### config.mk
export PLATFORM = sky130hd
export DESIGN_NAME = psum_mem_arbiter
export DESIGN_NICKNAME = d
export VERILOG_FILES = /design/src/rtl/psum_mem_arbiter_pkg.sv /design/src/rtl/psum_mem_arbiter_rr.sv /design/src/rtl/psum_mem_arbiter.sv
export SDC_FILE = /design/constraint.sdc
export NUM_CORES = 1
export LEC_CHECK = 0
export CORE_AREA = 4 4 114 116
export DETAILED_ROUTE_END_ITERATION = 12
export DIE_AREA = 0 0 118 120
export PLACE_DENSITY_LB_ADDON = 0.25
export SLEW_MARGIN = 5
export SYNTH_ARGS = -nofsm -noshare
export SYNTH_HDL_FRONTEND = slang
export SYNTH_HIERARCHICAL = 1
export SYNTH_SLANG_ARGS = --single-unit
### constraint.sdc
create_clock -name clk -period 2.1 [get_ports clk]
set_input_delay 0.42 -clock clk [delete_from_list [all_inputs] [get_ports clk]]
set_output_delay 0.42 -clock clk [all_outputs]
set_load 0.05 [all_outputs]
### src/rtl/psum_mem_arbiter_pkg.sv
// Shared types and helpers for the partial-sum memory arbiter slice.
package psum_mem_arbiter_pkg;

    localparam int MEM_ADDR_W = 20;
    localparam int MEM_DATA_W = 32;

    typedef enum logic [1:0] {
        ARB   = 2'd0,
        LOCK0 = 2'd1,
        LOCK1 = 2'd2
    } arb_state_t;

    typedef struct packed {
        logic                  we;
        logic [MEM_ADDR_W-1:0] addr;
        logic [MEM_DATA_W-1:0] wdata;
    } mem_req_t;

    // Increment that sticks at all-ones instead of wrapping.
    function automatic logic [31:0] sat_inc32(input logic [31:0] v);
        return (v == 32'hFFFF_FFFF) ? v : v + 32'd1;
    endfunction

endpackage

### src/rtl/psum_mem_arbiter_rr.sv
// Pure 2-way round-robin grant: on a tie the port that did not win last time wins.
module rr_arbiter2 (
    input  logic [1:0] req,
    input  logic       last_grant,
    output logic [1:0] gnt
);

    // One-hot (or zero) grant from the requests and the previous winner
    always_comb begin
        gnt = 2'b00;
        if (req[0] && (!req[1] || last_grant)) gnt[0] = 1'b1;
        else if (req[1])                       gnt[1] = 1'b1;
    end

endmodule

### src/rtl/psum_mem_arbiter.sv
// Shares the single-port psum SRAM between the conv controller (port 0) and
// the host/drain side (port 1): round-robin with optional bounded burst lock,
// 1-cycle read responses steered back to the issuing port, and a saturating
// count of contended cycles.
module psum_mem_arbiter
    import psum_mem_arbiter_pkg::*;
#(
    parameter int ADDR_W   = MEM_ADDR_W,
    parameter int DATA_W   = MEM_DATA_W,
    parameter int MAX_LOCK = 16
) (
    input  logic              clk,
    input  logic              arst_n_in,
    input  logic              r0_valid,
    output logic              r0_ready,
    input  logic              r0_we,
    input  logic [ADDR_W-1:0] r0_addr,
    input  logic [DATA_W-1:0] r0_wdata,
    input  logic              r0_lock,
    output logic              r0_rvalid,
    output logic [DATA_W-1:0] r0_rdata,
    input  logic              r1_valid,
    output logic              r1_ready,
    input  logic              r1_we,
    input  logic [ADDR_W-1:0] r1_addr,
    input  logic [DATA_W-1:0] r1_wdata,
    input  logic              r1_lock,
    output logic              r1_rvalid,
    output logic [DATA_W-1:0] r1_rdata,
    output logic              mem_en,
    output logic              mem_we,
    output logic [ADDR_W-1:0] mem_addr,
    output logic [DATA_W-1:0] mem_wdata,
    input  logic [DATA_W-1:0] mem_rdata,
    output logic [31:0]       conflict_cnt
);

    localparam int LCW = $clog2(MAX_LOCK + 1);

    arb_state_t     state_q, state_d;
    logic           last_grant_q;
    logic [LCW-1:0] lock_cnt_q;
    logic           rv0_q, rv1_q;
    logic [31:0]    conflict_q;
    logic [1:0]     rr_gnt, gnt;
    logic           xfer, xfer_port, xfer_lock, lock_last;

    rr_arbiter2 u_rr (
        .req        ({r1_valid, r0_valid}),
        .last_grant (last_grant_q),
        .gnt        (rr_gnt)
    );

    assign xfer      = |gnt;
    assign xfer_port = gnt[1];
    assign xfer_lock = gnt[1] ? r1_lock : r0_lock;
    assign lock_last = (lock_cnt_q == LCW'(MAX_LOCK - 1));

    // State register
    always_ff @(posedge clk) begin
        if (!arst_n_in) state_q <= ARB;
        else            state_q <= state_d;
    end

    // Next state: enter a lock on a locked transfer, leave on unlock or when the burst bound is hit
    always_comb begin
        state_d = state_q;
        case (state_q)
            ARB:          if (xfer && xfer_lock && (MAX_LOCK > 1))
                              state_d = xfer_port ? LOCK1 : LOCK0;
            LOCK0, LOCK1: if (xfer && (!xfer_lock || lock_last))
                              state_d = ARB;
            default:      state_d = ARB;
        endcase
    end

    // Grants: round-robin in ARB, only the owner while locked; nothing moves while in reset
    always_comb begin
        gnt = 2'b00;
        if (arst_n_in) begin
            case (state_q)
                ARB:     gnt = rr_gnt;
                LOCK0:   gnt = {1'b0, r0_valid};
                LOCK1:   gnt = {r1_valid, 1'b0};
                default: gnt = 2'b00;
            endcase
        end
    end

    assign r0_ready = gnt[0];
    assign r1_ready = gnt[1];

    // Memory drive follows the granted port in the same cycle
    always_comb begin
        mem_en    = xfer;
        mem_we    = xfer && (xfer_port ? r1_we : r0_we);
        mem_addr  = xfer_port ? r1_addr  : r0_addr;
        mem_wdata = xfer_port ? r1_wdata : r0_wdata;
    end

    // Burst length within the current lock: 1 after the entering transfer
    always_ff @(posedge clk) begin
        if (!arst_n_in)            lock_cnt_q <= '0;
        else if (xfer) begin
            if (state_d == ARB)    lock_cnt_q <= '0;
            else if (state_q == ARB) lock_cnt_q <= LCW'(1);
            else                   lock_cnt_q <= lock_cnt_q + LCW'(1);
        end
    end

    // Last winner; reset to 1 so port 0 takes the first tie
    always_ff @(posedge clk) begin
        if (!arst_n_in) last_grant_q <= 1'b1;
        else if (xfer)  last_grant_q <= xfer_port;
    end

    // Read response flags, one cycle behind the accepted read
    always_ff @(posedge clk) begin
        if (!arst_n_in) begin
            rv0_q <= 1'b0;
            rv1_q <= 1'b0;
        end else begin
            rv0_q <= gnt[0] && !r0_we;
            rv1_q <= gnt[1] && !r1_we;
        end
    end

    // A reset landing on the response cycle kills that response too
    assign r0_rvalid = rv0_q && arst_n_in;
    assign r1_rvalid = rv1_q && arst_n_in;
    assign r0_rdata  = mem_rdata;
    assign r1_rdata  = mem_rdata;

    // Contended cycles, counted regardless of lock state
    always_ff @(posedge clk) begin
        if (!arst_n_in)                conflict_q <= '0;
        else if (r0_valid && r1_valid) conflict_q <= sat_inc32(conflict_q);
    end

    assign conflict_cnt = conflict_q;

endmodule
# Word-level counts from Yosys, hierarchy flattened
# Index checks and enable logic that the tools add are counted.
# classes
n_mux,15
add_sub_neg,2
n_eq_ne,4
n_reduce_logical,20
bitwise,1
# ops
cell,count
"adder 32 x 1 -> 32 bit, second input constant",1
"== test 32 bit, second input constant",1
two-way mux 32 bit,1
two-way mux 20 bit,1
two-way mux 5 bit,2
logical AND 1 bit,9
two-way mux 2 bit,4
case mux 2 bit (3 select lines),1
"adder 5 x 1 -> 5 bit, second input constant",1
"== test 5 x 4 -> 1 bit, second input constant",1
two-way mux 1 bit,5
zero test 1 bit,4
zero test 2 bit,2
case mux 2 bit (2 select lines),1
OR reduction 2 bit,2
"== test 2 x 1 -> 1 bit, second input constant",1
"== test 2 bit, second input constant",1
logical OR 1 bit,2
AND reduction 2 bit,1
inverter 1 bit,1
# word_totals
ff_bits,42
output_inout_bits,154
word_cells,48

# Longest topological paths before layout
# Gate-level depths: netlist (run 1).
# depth
word_depth,14
ltp_mapped,10
ltp_nobuf,9

# By module
# The synthesis (run 1) kept the hierarchy.
# by_module_without_submodules
module,n_inst,area_per_inst_um2,cells_per_inst
psum_mem_arbiter,1,3425.8,504
rr_arbiter2,1,18.8,3

# Worst setup path after synthesis (run 1)
# No wires, ideal clock.
# synth_path
path_type,register to output
startpoint,reg state_q[0]
endpoint,out mem_wdata[22]
n_path_buf,3
arrival_ns,2.215
path_slack_ns,-0.535
path_stages_with_launch,11
cell_sequence,dfxtp_1 > inv_1 > ha_1 > clkbuf_1 > a22o_1 > nand2_1 > inv_1 > clkbuf_1 > buf_2 > nand2_1 > nand2_1
# synth_via
elab_chain_len,4
word_cells_on_any_way,6
classes_between,eq/ne (2); mux (3); reduce/logical (1)
# synth_rtl
element,line,text
"start, declared",psum_mem_arbiter.sv:40,"arb_state_t state_q, state_d;"
"start signal, assigned",psum_mem_arbiter.sv:62,else state_q <= state_d;
"== test 2 bit, or another cell as far along",psum_mem_arbiter.sv:81,case (state_q)
case mux 2 bit (3 select lines) *,psum_mem_arbiter.sv:81,
two-way mux 2 bit *,psum_mem_arbiter.sv:80,if (arst_n_in) begin
via r1_ready,psum_mem_arbiter.sv:23,"output logic r1_ready,"
two-way mux 32 bit *,psum_mem_arbiter.sv:98,mem_wdata = xfer_port ? r1_wdata : r0_wdata;
"end, declared",psum_mem_arbiter.sv:33,"output logic [DATA_W-1:0] mem_wdata,"
# The timed path passes the listed nets; every way through them passes the cells marked *.

# Worst setup path after layout (run 1)
# layout_path
startpoint,reg state_q[1]
endpoint,out mem_en
# layout_via
elab_chain_len,4
word_cells_on_any_way,6
classes_between,eq/ne (2); mux (2); reduce/logical (2)
# layout_rtl
element,line,text
"== test 2 bit, or another cell as far along",psum_mem_arbiter.sv:81,
case mux 2 bit (3 select lines) *,psum_mem_arbiter.sv:81,
two-way mux 2 bit *,psum_mem_arbiter.sv:80,
OR reduction 2 bit *,psum_mem_arbiter.sv:54,assign xfer = |gnt;
"end, declared",psum_mem_arbiter.sv:30,"output logic mem_en,"
# Every way passes the cells marked *; elsewhere a longest branch is shown, timed or not.

==> flow_summary_export.csv, run 1 <==
group,metric,value,unit
global_routing,gr-usage-met3,0.0443,
logic_synthesis,synthMuxAreaShare,0.0116,
critical_path,critPathBufInv,5,
drt,drt_wl_total,15900,µm
place,placed_cells,803,
logic_synthesis,ys_warn_count,6,
logic_synthesis,synth_xor_area_frac,0.0305,
critical_path,crit_path_end_kind,"primary output",
layout,instances_no_fill,837,
min_path,hold_path_class,"register to register",
layout,drive_gt1_frac,0.445,
sta,fin_crit_sh,1.09,
die,die_area,14200,µm²
drt,vias_per_cell,4.94,
global_routing,grt_pass1_wl,23600,µm
layout,final_util,0.629,
logic_synthesis,syn_inst,507,
clock_network,cts-root-buf,"clkbuf_16",
critical_path,max_stage_delay,0.39,ns
global_routing,grt_use_met1,0.222,
logic_synthesis,ys.flop_type,"dfxtp_1",
logic_synthesis,yosysSeqAreaShare,0.244,
drt,wl_per_cell,19.0,µm
drt,route.detailed.drc,0,
sta,tns,-7.58,ns
logic_synthesis,ys_types,54,
logic_synthesis,ys_ff_latch,42,
logic_synthesis,synth_compound_area_frac,0.108,
critical_path,crit_fanout,4,
sta,grt_setup_unrepaired,"yes",
clock_network,cts_buffers,5,
layout,register_area,871,µm²
logic_synthesis,synth_top_area_frac,0.244,
clock_network,clock_latency,0.29,ns
logic_synthesis,post_synth.cell_area_avg,6.79,µm²
flow_run,max_cap_violations,0,
outcome,violations,"negative setup slack",
critical_path,worstPathRequired,1.68,ns
logic_synthesis,synth_area,3440,µm²
sta,whs,0.455,ns
critical_path,path_cells,"inv_4, ha_4, buf_6, a22oi_2, nand2b_4, clkinvlp_4, nor2_4, inv_6, buf_12",
critical_path,cpLargestDelayFamily,"buffers and inverters",
logic_synthesis,synth_commonest_cells,"nand2_1, buf_4, dfxtp_1",
place,gp_congestion,0.866,
critical_path,cp-start-kind,"register",
logic_synthesis,synth_top_family_by_area,"simple AND/OR/NAND/NOR gates",
logic_synthesis,synth_fa_ha_area_frac,0.0254,
drt,dr.first_iter.drc_count,192,
logic_synthesis,synth.area.top_cells,"dfxtp_1, nand2_1, buf_4",
place,io_buffers,201,
logic_synthesis,synth_most_common_cell,"nand2_1",
logic_synthesis,synth.largest_area_cell,"dfxtp_1",
die,io-pin-count,298,
global_routing,grt_pass1_vias,4273,
sta,clock_skew,0.00603,ns
clock_network,ctsHoldBuffers,0,
sta,layout_setup_ws,-0.181,ns
pwr,p_leak,3.23,nW
layout,area_growth_syn_to_layout,117,%
sta,hold_viol_final,0,
global_routing,grt_usage,0.210,
sta,relSlewSlack,0.661,
die,initial_core_util,0.289,
logic_synthesis,postSynth.asyncResetShare,0,
global_routing,antenna_found_initial,3,
die,die_h,120,µm
place,post-place-ws,-0.533,ns
layout,fin_nets,838,
drt,ant_nets,0,
clock_network,clock-sinks,42,
sta,period_needed,2.28,ns
place,place_hpwl,11900,µm
die,die_w,118,µm
drt,route.vias.total,4133,
layout,multi_input_area,2900,µm²
layout,final_area,7490,µm²
global_routing,grt.busiest_layer,"met2",
pwr,total_power,4.22,mW
critical_path,critPathSlowestCell,"dfxtp_4",
global_routing,overflow,0,
die,core,11900,µm²
critical_path,arrival,1.86,ns
pwr,ir_drop,0.359,mV
logic_synthesis,synth_edf_count,0,
pwr,power_density,563,nW/µm²
global_routing,grt_use_met2,0.411,
clock_network,path_clk_slew,0.06,ns
drt,dr.pass1.iters,4,
sta,setup_violations,58,
clock_network,clockBufferDepth,2,
sta,tightest_slew,0.504,ns
clock_network,cts_max_level,2,
outcome,status,"finished, violations left",
layout,fillers,955,
sta,clock.fmax,0.438,GHz
clock_network,cts_tree,"built",
logic_synthesis,syn_nets,658,
logic_synthesis,synth_simple_gate_area_frac,0.390,
sta,slew_violations,0,
place,placed_cell_area,6430,µm²
critical_path,path_class,"register to primary output",
die,rows,40,
global_routing,grt_max_degree,28,
[what timing repair did]
| item | 4_1_cts | 5_1_grt |
|---|---|---|
| buffers inserted | 13 | 4 |
| pin swaps | 13 | 27 |
| gates cloned | 6 | 3 |
| endpoints found under the setup margin | 70 | 66 |
| resized for setup | 92 | 50 |
[state kept, by name, summed over array words and instances (netlist names)]
signal and cells:
conflict_cnt 32, rv1_q 1, state_q 2, lock_cnt_q 5, last_grant_q 1, rv0_q 1
[cell type report]
type | instances | area share
diodes | 2 | 0.000668
clock buffers | 5 | 0.0167
clock inverters | 3 | 0.00585
inverters | 17 | 0.0114
multi-input cells | 363 | 0.388
flip-flops and latches | 42 | 0.116
well taps | 147 | 0.0246
repair buffers | 258 | 0.437
[tightest hold or removal path: stages (launching register included)]
cell     delay [ns]
dfxtp_1        0.31
nand2_1        0.05
a21oi_1        0.05
[power by group]
| part | total, mW | internal (mW) | switching, mW | leakage, nW |
|---|---|---|---|---|
| Sequential | 0.843 | 0.819 | 0.0246 | 0.350 |
| Combinational | 2.47 | 1.21 | 1.27 | 2.80 |
| Clock | 0.899 | 0.563 | 0.336 | 0.0842 |
| Total | 4.22 | 2.59 | 1.63 | 3.23 |
[layer usage]
| metal | vias to the layer above | part of all wire |
|---|---|---|
| met3 | 36 | 0.056 |
| met2 | 125 | 0.56 |
| met5 | - | 0.00088 |
| li1 | 1993 | - |
| met1 | 1977 | 0.35 |
| met4 | 2 | 0.027 |
[path summary, 6_finish.rpt]
check / start / end / slack [ns] / depth (start not counted)
max: state_q[1] / mem_en / -0.18 / 9
min: lock_cnt_q[4] / lock_cnt_q[4] / 0.46 / 2
max reg2reg: lock_cnt_q[0] / lock_cnt_q[2] / -0.01 / 10
min reg2reg: lock_cnt_q[4] / lock_cnt_q[4] / 0.46 / 2
[cell usage in the layout, fill, tap and decap left out, drive strengths merged, types with 4 or more instances in the layout]
| master | count |
|---|---|
| a211oi | 5 |
| a21oi | 17 |
| and4 | 6 |
| buf | 115 |
| clkbuf | 8 |
| clkdlybuf4s50 | 136 |
| dfxtp | 42 |
| ha | 7 |
| inv | 16 |
| mux2i | 4 |
| nand2 | 182 |
| nand2b | 6 |
| nand3 | 18 |
| nand4 | 11 |
| nor2 | 22 |
| nor4 | 8 |
| o21ai | 12 |
| or3 | 8 |
| xnor2 | 12 |
[cell families after synthesis]
group / count (synthesis)
AND/OR/NAND/NOR: 282
flip-flops: 42
adder cells (fa/ha/maj): 7
AO/OA/AOI/OAI: 58
multiplexers: 4
XOR/XNOR: 12
buffers and inverters: 102
(Power assumes the default switching activity.)
==> inputs of run 2 (changes only) <==
--- a/config.mk
+++ b/config.mk
@@ -5,7 +5,7 @@
 export SDC_FILE = /design/constraint.sdc
 export NUM_CORES = 1
 export LEC_CHECK = 0
-export CORE_AREA = 4 4 114 116
+export CORE_AREA = 2 2 116 118
 export DETAILED_ROUTE_END_ITERATION = 12
 export DIE_AREA = 0 0 118 120
 export PLACE_DENSITY_LB_ADDON = 0.25
==> flow_summary_export.csv, run 2 (synthesis results as in run 1) <==
group,metric,value,unit
sta,period_needed,2.29,ns
pwr,p_int,2.60,mW
clock_network,path_clk_slew,0.06,ns
critical_path,worstPathRequired,1.68,ns
critical_path,crit_path_end_kind,"primary output",
clock_network,cts_tree,"built",
critical_path,critPathSlowestCell,"dfxtp_4",
pwr,power_density,559,nW/µm²
critical_path,path_class,"register to primary output",
sta,tightest_slew,0.514,ns
drt,route.vias.total,4077,
outcome,violations,"negative setup slack",
sta,whs,0.458,ns
drt,ant_nets,0,
global_routing,overflow,0,
global_routing,antenna_found_initial,3,
pwr,power_frac_comb,0.588,
die,core,13000,µm²
sta,grt_setup_unrepaired,"yes",
sta,fin_crit_sh,1.09,
pwr,p_leak,3.25,nW
pwr,net-switching-power,1.61,mW
die,io-pin-count,298,
sta,layout_setup_ws,-0.187,ns
sta,slew_violations,0,
die,die_h,120,µm
layout,drive_gt1_frac,0.435,
layout,fin_nets,844,
drt,dr.first_iter.drc_count,176,
layout,final_util,0.581,
clock_network,clockBufferDepth,2,
global_routing,grt_pass1_wl,21300,µm
drt,drt_wl_total,14400,µm
pwr,total_power,4.21,mW
drt,route.detailed.drc,0,
min_path,hold_path_class,"register to register",
global_routing,grt_usage,0.188,
pwr,ir_drop,0.318,mV
place,io_buffers,201,
drt,wl_per_cell,16.5,µm
drt,dr.pass1.iters,6,
place,gp_congestion,0.825,
layout,area_growth_syn_to_layout,119,%
die,rows,42,
sta,setup_violations,56,
global_routing,grt_max_degree,28,
clock_network,ctsHoldBuffers,0,
critical_path,cpLargestDelayFamily,"buffers and inverters",
global_routing,grt_pass1_vias,4196,
sta,relSlewSlack,0.656,
layout,layout_common_cells,"clkdlybuf4s50_1, nand2_4, buf_12",
clock_network,clock-sinks,42,
critical_path,crit_fanout,5,
critical_path,arrival,1.87,ns
critical_path,max_stage_delay,0.37,ns
die,initial_core_util,0.265,
flow_run,max_cap_violations,0,
place,place_hpwl,10600,µm
layout,largest_register_ffs,32,
clock_network,clock_latency,0.29,ns
die,die_area,14200,µm²
pwr,seq_power_share,0.199,
drt,vias_per_cell,4.67,
layout,layout_commonest_cell,"clkdlybuf4s50_1",
place,post-place-ws,-0.533,ns
outcome,status,"finished, violations left",
critical_path,critPathBufInv,6,
clock_network,cts-root-buf,"clkbuf_16",
clock_network,cts_max_level,2,
pwr,p_sw_frac,0.382,
critical_path,cp-start-kind,"register",
die,die_w,118,µm
pwr,clkPwrFrac,0.213,
sta,hold_viol_final,0,
sta,clock_skew,0.00751,ns
sta,clock.fmax,0.437,GHz
clock_network,cts_buffers,5,
critical_path,timing.critical_path.mode_cell,"buf_12",
critical_path,path_cells,"inv_4, ha_4, a22o_4, nand2_8, inv_8, buf_12, buf_16, nor2_4, inv_6, buf_12",
## run 2: layer usage
metal	track usage	share of wire
met4	0.0738	0.022
met3	0.0537	0.059
met2	0.350	0.54
met1	0.199	0.38
met5	0	0
## run 2: final cells by class
type / count / area (µm²)
Fill cell: 1105 / 5440
Timing Repair Buffer: 264 / 3340
Multi-Input combinational cell: 363 / 2850
Sequential cell: 42 / 871
Tap cell: 176 / 220
Clock buffer: 6 / 129
Inverter: 17 / 85.1
Clock inverter: 2 / 36.3
Antenna cell: 3 / 7.51
## run 2: power groups by stage
stage | Sequential (mW) | Clock [mW] | Combinational, mW
final | 0.840 | 0.897 | 2.48
after global routing | 0.843 | 0.949 | 2.57
after CTS | 0.840 | 0.911 | 2.36
after detailed placement | 0.854 | 0 | 2.11
after global placement | 0.853 | 0 | 2.09
after floorplan | 0.863 | 0 | 1.38
## run 2: tightest hold or removal path, stage by stage (launching register included)
cell,delay [ns]
dfxtp_1,0.31
nand2_1,0.05
a21oi_1,0.05
## run 2: worst paths after layout
| path | end | slack, ns | cells past startpoint | start |
|---|---|---|---|---|
| min reg2reg | lock_cnt_q[4] | 0.46 | 2 | lock_cnt_q[4] |
| max reg2reg | lock_cnt_q[2] | 0.03 | 10 | lock_cnt_q[1] |
| max | mem_en | -0.19 | 10 | state_q[0] |
| min | lock_cnt_q[4] | 0.46 | 2 | lock_cnt_q[4] |
## run 2: through the flow
step	instance area (µm²)	cells	setup TNS, ns
2_1_floorplan	4060	507	0
3_3_place_gp	6560	840	-28.62
3_5_place_dp	6560	840	-29.50
4_1_cts	7260	862	-7.58
5_1_grt	7540	873	-11.05
6_report	7540	873	-7.62
## run 2: timing repair
action / 4_1_cts / 5_1_grt
pin swaps: 26 / 20
setup endpoints to repair: 56 / 65
cloned: 4 / 5
buffers inserted: 10 / 3
resized for setup: 90 / 34
